<file path="src/rtl/riscv_pkg.sv">
// Shared RV32 constants used by fetch, decode and the main controller.
package riscv_pkg;
    localparam int          XLEN      = 32;
    localparam logic [31:0] NOP_INSTR = 32'h0000_0013;  // addi x0, x0, 0
endpackage

</file>
<file path="src/rtl/fetch_fifo.sv">
// Small synchronous FIFO for prefetched {pc, instr} entries; clear wins over push and pop.
module fetch_fifo #(
    parameter  int WIDTH = 64,
    parameter  int DEPTH = 2,
    localparam int CNT_W = $clog2(DEPTH + 1),
    localparam int PTR_W = (DEPTH > 1) ? $clog2(DEPTH) : 1
) (
    input  logic             clk,
    input  logic             clear_i,
    input  logic             push_i,
    input  logic [WIDTH-1:0] push_data_i,
    input  logic             pop_i,
    output logic [WIDTH-1:0] head_o,
    output logic [CNT_W-1:0] count_o,
    output logic             empty_o,
    output logic             full_o
);
    logic [WIDTH-1:0] mem_q [DEPTH];
    logic [PTR_W-1:0] wr_ptr_q, rd_ptr_q;
    logic [CNT_W-1:0] count_q;
    logic             do_push, do_pop;

    function automatic logic [PTR_W-1:0] ptr_inc(input logic [PTR_W-1:0] p);
        return (p == PTR_W'(DEPTH - 1)) ? '0 : p + PTR_W'(1);
    endfunction

    assign empty_o = (count_q == '0);
    assign full_o  = (count_q == CNT_W'(DEPTH));
    assign count_o = count_q;
    assign head_o  = mem_q[rd_ptr_q];
    assign do_push = push_i & ~full_o & ~clear_i;
    assign do_pop  = pop_i & ~empty_o & ~clear_i;

    always_ff @(posedge clk) begin
        if (clear_i) begin
            wr_ptr_q <= '0;
            rd_ptr_q <= '0;
            count_q  <= '0;
        end else begin
            if (do_push) wr_ptr_q <= ptr_inc(wr_ptr_q);
            if (do_pop)  rd_ptr_q <= ptr_inc(rd_ptr_q);
            count_q <= count_q + CNT_W'(do_push) - CNT_W'(do_pop);
        end
    end

    always_ff @(posedge clk) begin
        if (do_push) mem_q[wr_ptr_q] <= push_data_i;
    end
endmodule

</file>
<file path="src/rtl/fetch_unit.sv">
// Instruction fetch: credit-limited in-order imem requests, prefetch FIFO, Decode register.
module fetch_unit #(
    parameter int              XLEN       = riscv_pkg::XLEN,
    parameter logic [XLEN-1:0] RESET_PC   = '0,
    parameter int              FIFO_DEPTH = 2
) (
    input  logic            clk,
    input  logic            reset,
    output logic            imem_req_valid,
    input  logic            imem_req_ready,
    output logic [XLEN-1:0] imem_addr,
    input  logic            imem_rsp_valid,
    input  logic [31:0]     imem_rsp_data,
    input  logic            StallD,
    input  logic            FlushD,
    input  logic            PCSrcE,
    input  logic [XLEN-1:0] PCTargetE,
    output logic [31:0]     InstrD,
    output logic [XLEN-1:0] PCD,
    output logic [XLEN-1:0] PCPlus4D,
    output logic            ValidD
);
    import riscv_pkg::*;

    localparam int              CNT_W      = $clog2(FIFO_DEPTH + 1);
    localparam int              ENT_W      = XLEN + 32;
    localparam logic [CNT_W:0]  DEPTH_C    = (CNT_W + 1)'(FIFO_DEPTH);
    localparam logic [XLEN-1:0] RESET_PC_A = {RESET_PC[XLEN-1:2], 2'b00};

    logic [XLEN-1:0]  pc_q, pc_d, rsp_pc_q, rsp_pc_d, target;
    logic [CNT_W-1:0] out_cnt_q, out_cnt_d, kill_cnt_q, kill_cnt_d;
    logic [31:0]      instr_q;
    logic [XLEN-1:0]  pcd_q, pcp4_q;
    logic             valid_q;
    logic [CNT_W-1:0] fifo_count;
    logic             fifo_empty, fifo_full, fifo_clear;
    logic             push, pop, handshake, credit_ok;
    logic [ENT_W-1:0] head;
    logic             unused_tgt_lsb;

    assign target         = {PCTargetE[XLEN-1:2], 2'b00};
    assign unused_tgt_lsb = ^PCTargetE[1:0];

    // Credits cover in-flight requests plus buffered entries, so every response has a free slot.
    assign pop       = ~PCSrcE & ~FlushD & ~StallD & ~fifo_empty;
    assign credit_ok = ({1'b0, out_cnt_q} + {1'b0, fifo_count} - {{CNT_W{1'b0}}, pop}) < DEPTH_C;

    assign imem_req_valid = reset & ~PCSrcE & credit_ok;
    assign imem_addr      = pc_q;
    assign handshake      = imem_req_valid & imem_req_ready;
    assign push           = imem_rsp_valid & ~PCSrcE & (kill_cnt_q == '0) & ~fifo_full;
    assign fifo_clear     = ~reset | PCSrcE;

    fetch_fifo #(.WIDTH(ENT_W), .DEPTH(FIFO_DEPTH)) u_fifo (
        .clk         (clk),
        .clear_i     (fifo_clear),
        .push_i      (push),
        .push_data_i ({rsp_pc_q, imem_rsp_data}),
        .pop_i       (pop),
        .head_o      (head),
        .count_o     (fifo_count),
        .empty_o     (fifo_empty),
        .full_o      (fifo_full)
    );

    // rsp_pc tracks the PC of the next accepted response; requests after a redirect are sequential.
    always_comb begin
        pc_d       = pc_q;
        rsp_pc_d   = rsp_pc_q;
        kill_cnt_d = kill_cnt_q;
        out_cnt_d  = out_cnt_q + CNT_W'(handshake) - CNT_W'(imem_rsp_valid);
        if (PCSrcE) begin
            pc_d       = target;
            rsp_pc_d   = target;
            kill_cnt_d = out_cnt_q - CNT_W'(imem_rsp_valid);
        end else begin
            if (handshake) pc_d = pc_q + XLEN'(4);
            if (push) rsp_pc_d = rsp_pc_q + XLEN'(4);
            if (imem_rsp_valid && kill_cnt_q != '0) kill_cnt_d = kill_cnt_q - CNT_W'(1);
        end
    end

    always_ff @(posedge clk) begin
        if (!reset) begin
            pc_q       <= RESET_PC_A;
            rsp_pc_q   <= RESET_PC_A;
            out_cnt_q  <= '0;
            kill_cnt_q <= '0;
            instr_q    <= NOP_INSTR;
            pcd_q      <= '0;
            pcp4_q     <= XLEN'(4);
            valid_q    <= 1'b0;
        end else begin
            pc_q       <= pc_d;
            rsp_pc_q   <= rsp_pc_d;
            out_cnt_q  <= out_cnt_d;
            kill_cnt_q <= kill_cnt_d;
            if (PCSrcE || FlushD) begin
                instr_q <= NOP_INSTR;
                valid_q <= 1'b0;
            end else if (StallD) begin
                valid_q <= valid_q;
            end else if (!fifo_empty) begin
                instr_q <= head[31:0];
                pcd_q   <= head[ENT_W-1:32];
                pcp4_q  <= head[ENT_W-1:32] + XLEN'(4);
                valid_q <= 1'b1;
            end else begin
                instr_q <= NOP_INSTR;
                valid_q <= 1'b0;
            end
        end
    end

    assign InstrD   = instr_q;
    assign PCD      = pcd_q;
    assign PCPlus4D = pcp4_q;
    assign ValidD   = valid_q;
endmodule

</file>
<file path="config.mk">
export PLATFORM = sky130hd
export DESIGN_NAME = fetch_unit
export DESIGN_NICKNAME = d
export VERILOG_FILES = /design/src/rtl/riscv_pkg.sv /design/src/rtl/fetch_fifo.sv /design/src/rtl/fetch_unit.sv
export SDC_FILE = /design/constraint.sdc
export NUM_CORES = 1
export LEC_CHECK = 0
export BUFFER_PORTS_ARGS = -buffer_cell sky130_fd_sc_hd__buf_4
export CAP_MARGIN = 20
export CORE_ASPECT_RATIO = 1.4
export CORE_UTILIZATION = 50
export DETAILED_ROUTE_END_ITERATION = 10
export GPL_TIMING_DRIVEN = 1
export HOLD_SLACK_MARGIN = 0.15
export PLACE_DENSITY = 0.72
export SLEW_MARGIN = 0
export SYNTH_ARGS = -nofsm -noshare
export SYNTH_HDL_FRONTEND = slang
export SYNTH_SLANG_ARGS = --single-unit
</file>
<file path="constraint.sdc">
create_clock -name clk -period 7.75 [get_ports clk]
set_input_delay 0 -clock clk [delete_from_list [all_inputs] [get_ports clk]]
set_output_delay 0 -clock clk [all_outputs]
set_load 0.02 [all_outputs]
</file>
==> results of run 1 <==
[layout make-up]
type	instances	share of cell area
clock inverter	8	0.00941
clock buffer	41	0.0518
multi-input combinational	757	0.309
inverter	19	0.00462
timing repair buffer	279	0.148
tap	306	0.0248
sequential	286	0.452
[through the flow]
stage	worst slack (ns)	total power, uW	instance area (sq um)	cells	utilization
2_1_floorplan	2.06	1820	12100	1134	-
3_3_place_gp	2.89	1900	13700	1569	0.584
3_5_place_dp	2.84	1910	13700	1569	0.584
4_1_cts	2.62	3320	15400	1695	0.658
5_1_grt	2.10	3420	15400	1696	0.658
6_report	2.51	3300	15400	1696	0.658
[placed cells by master (no fill, tap or decap), drive strengths merged, types with 9 or more instances in the layout]
cell type	count
and3	13
a21oi	58
mux2i	58
a211oi	36
a31oi	11
ha	11
o311ai	10
nor2	74
nand4	29
dlygate4sd3	77
xor2	22
and4	9
xnor2	42
nand3b	12
edfxtp	124
nor4	14
nand2	88
inv	21
buf	201
nand3	70
dfxtp	162
clkbuf	42
o21ai	70
nor3	25
[kinds of logic after synthesis]
group,count (synthesis),synth area share
simple gates,378,0.159
flops,286,0.577
compound gates,232,0.119
buf+inv,91,0.0313
mux,65,0.0546
xor+xnor,64,0.0464
fa+ha+maj,12,0.0130
other cells,1,0.000310
[worst paths after layout]
path | end | slack [ns]
max reg2reg | imem_addr[17] | 2.75
max | imem_addr[17] | 2.51
min reg2reg | InstrD[12] | 0.45
min | imem_addr[12] | 0.15
[worst min-delay path: stages]
cell     delay [ns]
buf_4          0.12
nand4_1        0.27
or3_1          0.17
a31oi_1        0.07
[per-layer routing]
| metal | part of all wire | up-vias | track usage | wire [microns] |
|---|---|---|---|---|
| li1 | - | 4647 | - | - |
| met1 | 0.42 | 4511 | 0.293 | 12300 |
| met2 | 0.50 | 326 | 0.428 | 14700 |
| met3 | 0.056 | 47 | 0.0302 | 1630 |
| met4 | 0.024 | 0 | 0.0768 | 693 |
| met5 | 0 | - | 0 | 0 |
[flip-flops by register name, indices dropped and copies added, names as in the netlist, named ones only]
name	cells
PCD	30
out_cnt_q	2
u_fifo.count_o	2
PCPlus4D	30
kill_cnt_q	2
u_fifo.wr_ptr_q	1
u_fifo.rd_ptr_q	1
InstrD	32
rsp_pc_q	30
imem_addr	30
ValidD	1
u_fifo.mem_q	124
[power by group through the flow]
stage	clock, uW	sequential, uW	combinational [uW]
after global placement	0	1690	209
after global routing	1480	1670	272
final	1390	1660	248
after CTS	1410	1660	247
after detailed placement	0	1690	214
after floorplan	0	1700	120
==> run metrics, run 1 <==
outcome=completed; leading post-synthesis cells by cell area=edfxtp_1 31%, dfxtp_1 27%, mux2i_1 4.8%, xnor2_1 3.0%, nand3_1 2.9%; Leak=roughly 0.0055 uW; internal power=around 2600 uW; site row count=66; CP max stage delay=roughly 0.65 ns; Sw Pwr=720 uW; n_diodes=0; Crit-path slowest cell=buf_4; Clock Pin Slew Worst Setup and Hold Paths=around 0.060 ns; Register-to-Register Path Depth=14; area of the core=roughly 23000 sq um; Final min period=approximately 5.2 ns; Tcrit/Tclk final=0.677; FMAX=around 0.19 GHz; clk_skew=approximately 0.0074 ns; Synth Register Bits=between 200 and 300; multi-input logic area=between 4000 and 5000 sq um; Cell Area, Synth=12100 sq um; Final nets=between 1000 and 1500; cell taking the most area after synthesis=edfxtp_1; # setup viols final=0; fillcell total=~1800; Antenna Nets Post-Route=0; Hold-fix buffers, CTS=just under 80; Crit path arrival time=5.69 ns; first drt pass iteration count=7; CP startpoint=PCSrcE; Clock Path Buffers=3; HP Class=in2reg; clock latency at the later pin of the worst-skew pair=roughly 0.52 ns; yosys warns=0; Crit path required time=just over 8 ns; Synth Flop Type=dfxtp_1; maximum vdd drop=~190 uV; CTS tree=built; Worst Min Path Start=imem_req_ready; Via Count=around 9500; Area Growth Syn to Fin=27.7%; Commonest cells post-synth=162 x dfxtp_1, 124 x edfxtp_1, 88 x nand2_1; postcts setup bufs=0; reg2reg start=u_fifo.count_o[0]; RSZ-0062 raised after global routing=false; hpwl dp=just under 20000 microns; Top Ports=approximately 200; Sink Count=between 200 and 300; Mapped Cells=roughly 1100; worst-path maximum fanout=87; Clock Power Share=0.421; grt ovf=0; Root Driver=clkbuf_16; Worst-Margin Slew=1.06 ns; total CTS buffers=27; drt via density=between 5 and 6; Worst setup SP type=input port; power share of the sequential group=0.503; worst path cell trace=dlygate4sd3_1, buf_4, nor3_1, o21ai_2, buf_4, inv_2, buf_4, ha_1, nand2b_1, fa_1, and3b_1, and3_1, inv_1, nor4_1, a21oi_1, dlygate4sd3_1, a21oi_1; Final Max Slew Viols=0; Post-route DRC=0; EDFF count, synth=124; Async S/R FF share, synth=0; switching fraction of total power=0.218; PwrDens=214 nW/um^2; Combinational Power Share=0.075; RePlAce Congestion=roughly 0.88; WP buf/inv=7; sequential element share of the synthesized area=0.577; Final Hold Viols=0; Distinct cells, synth=between 50 and 60; Initial DRC Count=673; count leader, synth=dfxtp_1; Worst path most repeated cell=buf_4; Die Width=approximately 130 microns; H-tree lvl count=1; top cell type's share of synthesized area=0.308; WHS Path Cells=4; vias in the first global route=approximately 9400; mean routed wirelength per cell=roughly 17 microns; critical path's top delay family=buffers and inverters; maxcap violations=0; CP Class=in2reg; first-pass GRT wire length=roughly 48000 microns; cell count along the critical path=17; Chip Height=186 microns; port bufs=between 150 and 200; Post-CTS Resized=0; largest net degree at the start of global routing=about 90; max_slew headroom=0.290; initial antenna violation count=0; register area=~7000 sq um; total track usage=0.237; die area=24800 sq um; synthesized area per cell=around 11 sq um; worst hold slack=about 0.15 ns; Starting Density=0.515; share of layout cells above drive strength 1=0.188; Setup TNS Final=0 ns; Total Wirelength=29400 microns; crit end category=register
Note: power is estimated with default switching activity, not from simulation.
==> run 2, diff against run 1 <==
--- a/config.mk
+++ b/config.mk
@@ -5,6 +5,7 @@
 export SDC_FILE = /design/constraint.sdc
 export NUM_CORES = 1
 export LEC_CHECK = 0
+export ABC_AREA = 1
 export BUFFER_PORTS_ARGS = -buffer_cell sky130_fd_sc_hd__buf_4
 export CAP_MARGIN = 20
 export CORE_ASPECT_RATIO = 1.4
==> constraint.sdc (replaced) <==
create_clock -name clk -period 5.5 [get_ports clk]
set_input_delay 0 -clock clk [delete_from_list [all_inputs] [get_ports clk]]
set_output_delay 0 -clock clk [all_outputs]
set_load 0.02 [all_outputs]
==> run 2 against run 1 <==
Non-clock buffer count decreased by 3; critical endpoint is now imem_addr[19]; highest routed layer unchanged; worst hold slack improved by 0.027 ns; largest cell class unchanged; power increased by 44%; critical path type unchanged.
==> run metrics, run 2 <==
worst hold slack=0.180 ns (was 0.153 ns); FMAX=0.265 GHz; drt via density=5.19 (was 5.62); Sink Count=286 (unchanged); vias in the first global route=10800 (was 9391); Reg with most FFs=u_fifo.mem_q (unchanged); power share of the sequential group=0.488 (was 0.503); worst-path maximum fanout=38 (was 87); HP Class=in2reg (unchanged); critical path's top delay family=simple AND/OR/NAND/NOR gates (was buffers and inverters); crit end category=register (unchanged); switching fraction of total power=0.232 (was 0.218); Crit path arrival time=4.16 ns (was 5.69 ns); Leak=0.00701 uW (was 0.00545 uW); Commonest cells post-synth=400 x nand2_1, 174 x inv_1, 162 x dfxtp_1 (was 162 x dfxtp_1, 124 x edfxtp_1, 88 x nand2_1); Chip Height=194 microns (was 186 microns); Root Driver=clkbuf_16 (unchanged); synthesized area per cell=8.42 sq um (was 10.7 sq um); CP max stage delay=0.71 ns (was 0.65 ns); internal power=3660 uW (was 2580 uW); Die Width=139 microns (was 133 microns); Total Wirelength=33300 microns (was 29400 microns); Clock Power Share=0.433 (was 0.421); Clock Path Buffers=3 (unchanged); CP Class=in2reg (unchanged); die area=27100 sq um (was 24800 sq um); CTS tree=built (unchanged); port bufs=192 (unchanged); hpwl dp=22700 microns (was 19400 microns); area of the core=26100 sq um (was 23500 sq um); # setup viols final=0 (unchanged); EDFF count, synth=124 (unchanged); WP buf/inv=7 (unchanged); Final Max Slew Viols=0 (unchanged); max FFs per register=124 (unchanged); Combinational Power Share=0.079 (was 0.075); Setup TNS Final=0 ns (unchanged); Hold-fix buffers, CTS=76 (was 77); Starting Density=0.507 (was 0.515); Antenna Nets Post-Route=0 (unchanged); max_slew headroom=0.393 (was 0.290); grt ovf=0 (unchanged); initial antenna violation count=0 (unchanged); yosys warns=0 (unchanged); Post-route DRC=0 (unchanged); worst path cell trace=dlygate4sd3_1, buf_4, inv_2, nand3_2, inv_2, ha_1, or2_2, fa_1, inv_1, nor2_1, nand3b_2, nand2_1, inv_1, nand2_1, nand2_1, inv_1, a21oi_1 (was dlygate4sd3_1, buf_4, nor3_1, o21ai_2, buf_4, inv_2, buf_4, ha_1, nand2b_1, fa_1, and3b_1, and3_1, inv_1, nor4_1, a21oi_1, dlygate4sd3_1, a21oi_1); total track usage=0.242 (was 0.237); Final nets=1906 (was 1453); Synth Flop Type=dfxtp_1 (unchanged); first-pass GRT wire length=52900 microns (was 47500 microns); RSZ-0062 raised after global routing=false (unchanged); H-tree lvl count=1 (unchanged); largest net degree at the start of global routing=67 (was 88); Async S/R FF share, synth=0 (unchanged); outcome=completed (unchanged); mean routed wirelength per cell=15.3 microns (was 17.3 microns); Via Count=11300 (was 9531); maximum vdd drop=212 uV (was 185 uV); site row count=70 (was 66); Post-CTS Resized=0 (unchanged); sequential element share of the synthesized area=0.527 (was 0.577); maxcap violations=0 (unchanged); most frequent cells in the layout=400 x nand2_1, 198 x buf_4, 173 x inv_1 (was 201 x buf_4, 161 x dfxtp_1, 124 x edfxtp_1); leading post-synthesis cells by cell area=edfxtp_1 28%, dfxtp_1 25%, nand2_1 11%, inv_1 4.9%, o21ai_0 4.2% (was edfxtp_1 31%, dfxtp_1 27%, mux2i_1 4.8%, xnor2_1 3.0%, nand3_1 2.9%); Worst-Margin Slew=0.906 ns (was 1.06 ns); Worst setup SP type=input port (unchanged); clk_skew=0.0196 ns (was 0.00742 ns); total CTS buffers=28 (was 27); Crit path required time=5.88 ns (was 8.20 ns); Cell Area, Synth=13200 sq um (was 12100 sq um); most common cell after layout, fill and taps aside=nand2_1 (was buf_4); Synth Register Bits=286 (unchanged); RePlAce Congestion=0.901 (was 0.879); Initial DRC Count=736 (was 673); fillcell total=2187 (was 1818); share of layout cells above drive strength 1=0.173 (was 0.188); Distinct cells, synth=54 (was 59); Sw Pwr=1100 uW (was 720 uW); Area Growth Syn to Fin=25.7% (was 27.7%); cell taking the most area after synthesis=edfxtp_1 (unchanged); Top Ports=201 (unchanged); n_diodes=0 (unchanged); Clock Pin Slew Worst Setup and Hold Paths=0.06 ns (about the same); top cell type's share of synthesized area=0.281 (was 0.308); Final min period=about 3.8 ns; first drt pass iteration count=5 (was 7); postcts setup bufs=0 (unchanged); Final Hold Viols=0 (unchanged); Mapped Cells=1572 (was 1129); clock latency at the later pin of the worst-skew pair=0.54 ns (was 0.52 ns); Crit-path slowest cell=nand2_1 (was buf_4); Tcrit/Tclk final=0.687; PwrDens=286 nW/um^2 (was 214 nW/um^2); count leader, synth=nand2_1 (was dfxtp_1)
==> run 2: changes by cell type after synthesis, sizes merged, moves of 13 or more <==
cell / previous run / this run
a211oi: 36 / 0
and3: 13 / 0
clkbuf: 47 / 30
inv: 18 / 182
mux2i: 58 / 29
nand2: 88 / 427
nand3: 70 / 94
nor2: 74 / 159
nor4: 14 / 1
o21a: 2 / 22
o21ai: 70 / 122
xnor2: 42 / 8
==> run 2: path summary, 6_finish.rpt <==
| path | from | slack [ns] | cells after the start | to |
|---|---|---|---|---|
| max reg2reg | u_fifo.count_o[1] | 1.81 | 16 | imem_addr[19] |
| min reg2reg | PCPlus4D[2] | 0.46 | 2 | PCPlus4D[2] |
| min | imem_rsp_data[8] | 0.18 | 2 | u_fifo.mem_q[0][8] |
| max | PCSrcE | 1.72 | 17 | imem_addr[19] |
==> run 2: metrics by stage <==
stage               power [uW]  worst slack [ns]  instance area [sq um]   util  std cells
CTS                       4790              1.83                  16600  0.636       2168
global route              4920              1.50                  16600  0.637       2169
global placement          2680              1.85                  14800  0.568       2039
detailed placement        2700              1.81                  14800  0.569       2040
finish                    4760              1.72                  16600  0.637       2169
floorplan                 2560              1.44                  13300      -       1577
==> run 2: layout make-up <==
class                      instances  area (sq um)  share of cell area
inverter                         184           698              0.0420
sequential                       286          6970               0.419
multi-input combinational       1047          5270               0.317
tap                              324           405              0.0244
clock buffer                      31           754              0.0454
timing repair buffer             276          2290               0.138
clock inverter                    21           245              0.0147
==> run 2: power by group through the flow <==
stage,sequential [uW],combinational [uW],clock [uW]
floorplan,2380,190,0
global placement,2360,317,0
detailed placement,2370,329,0
CTS,2320,374,2090
global route,2330,413,2180
finish,2320,376,2060
==> run 2: routing by layer <==
metal	routed length (microns)	share of wire	GRT usage
met1	13300	0.40	0.284
met2	16800	0.51	0.438
met3	1860	0.056	0.0333
met4	1270	0.038	0.108
met5	0	0	0
==> run 2: cells by family (layout without fill, tap and decap cells) <==
family,Yosys count,count (layout),share of synthesized area
simple gates,736,736,0.244
flops,286,286,0.527
buf+inv,244,512,0.0779
compound gates,241,241,0.102
mux,29,29,0.0219
xor+xnor,23,23,0.0152
fa+ha+maj,12,12,0.0119
other cells,1,6,0.000283
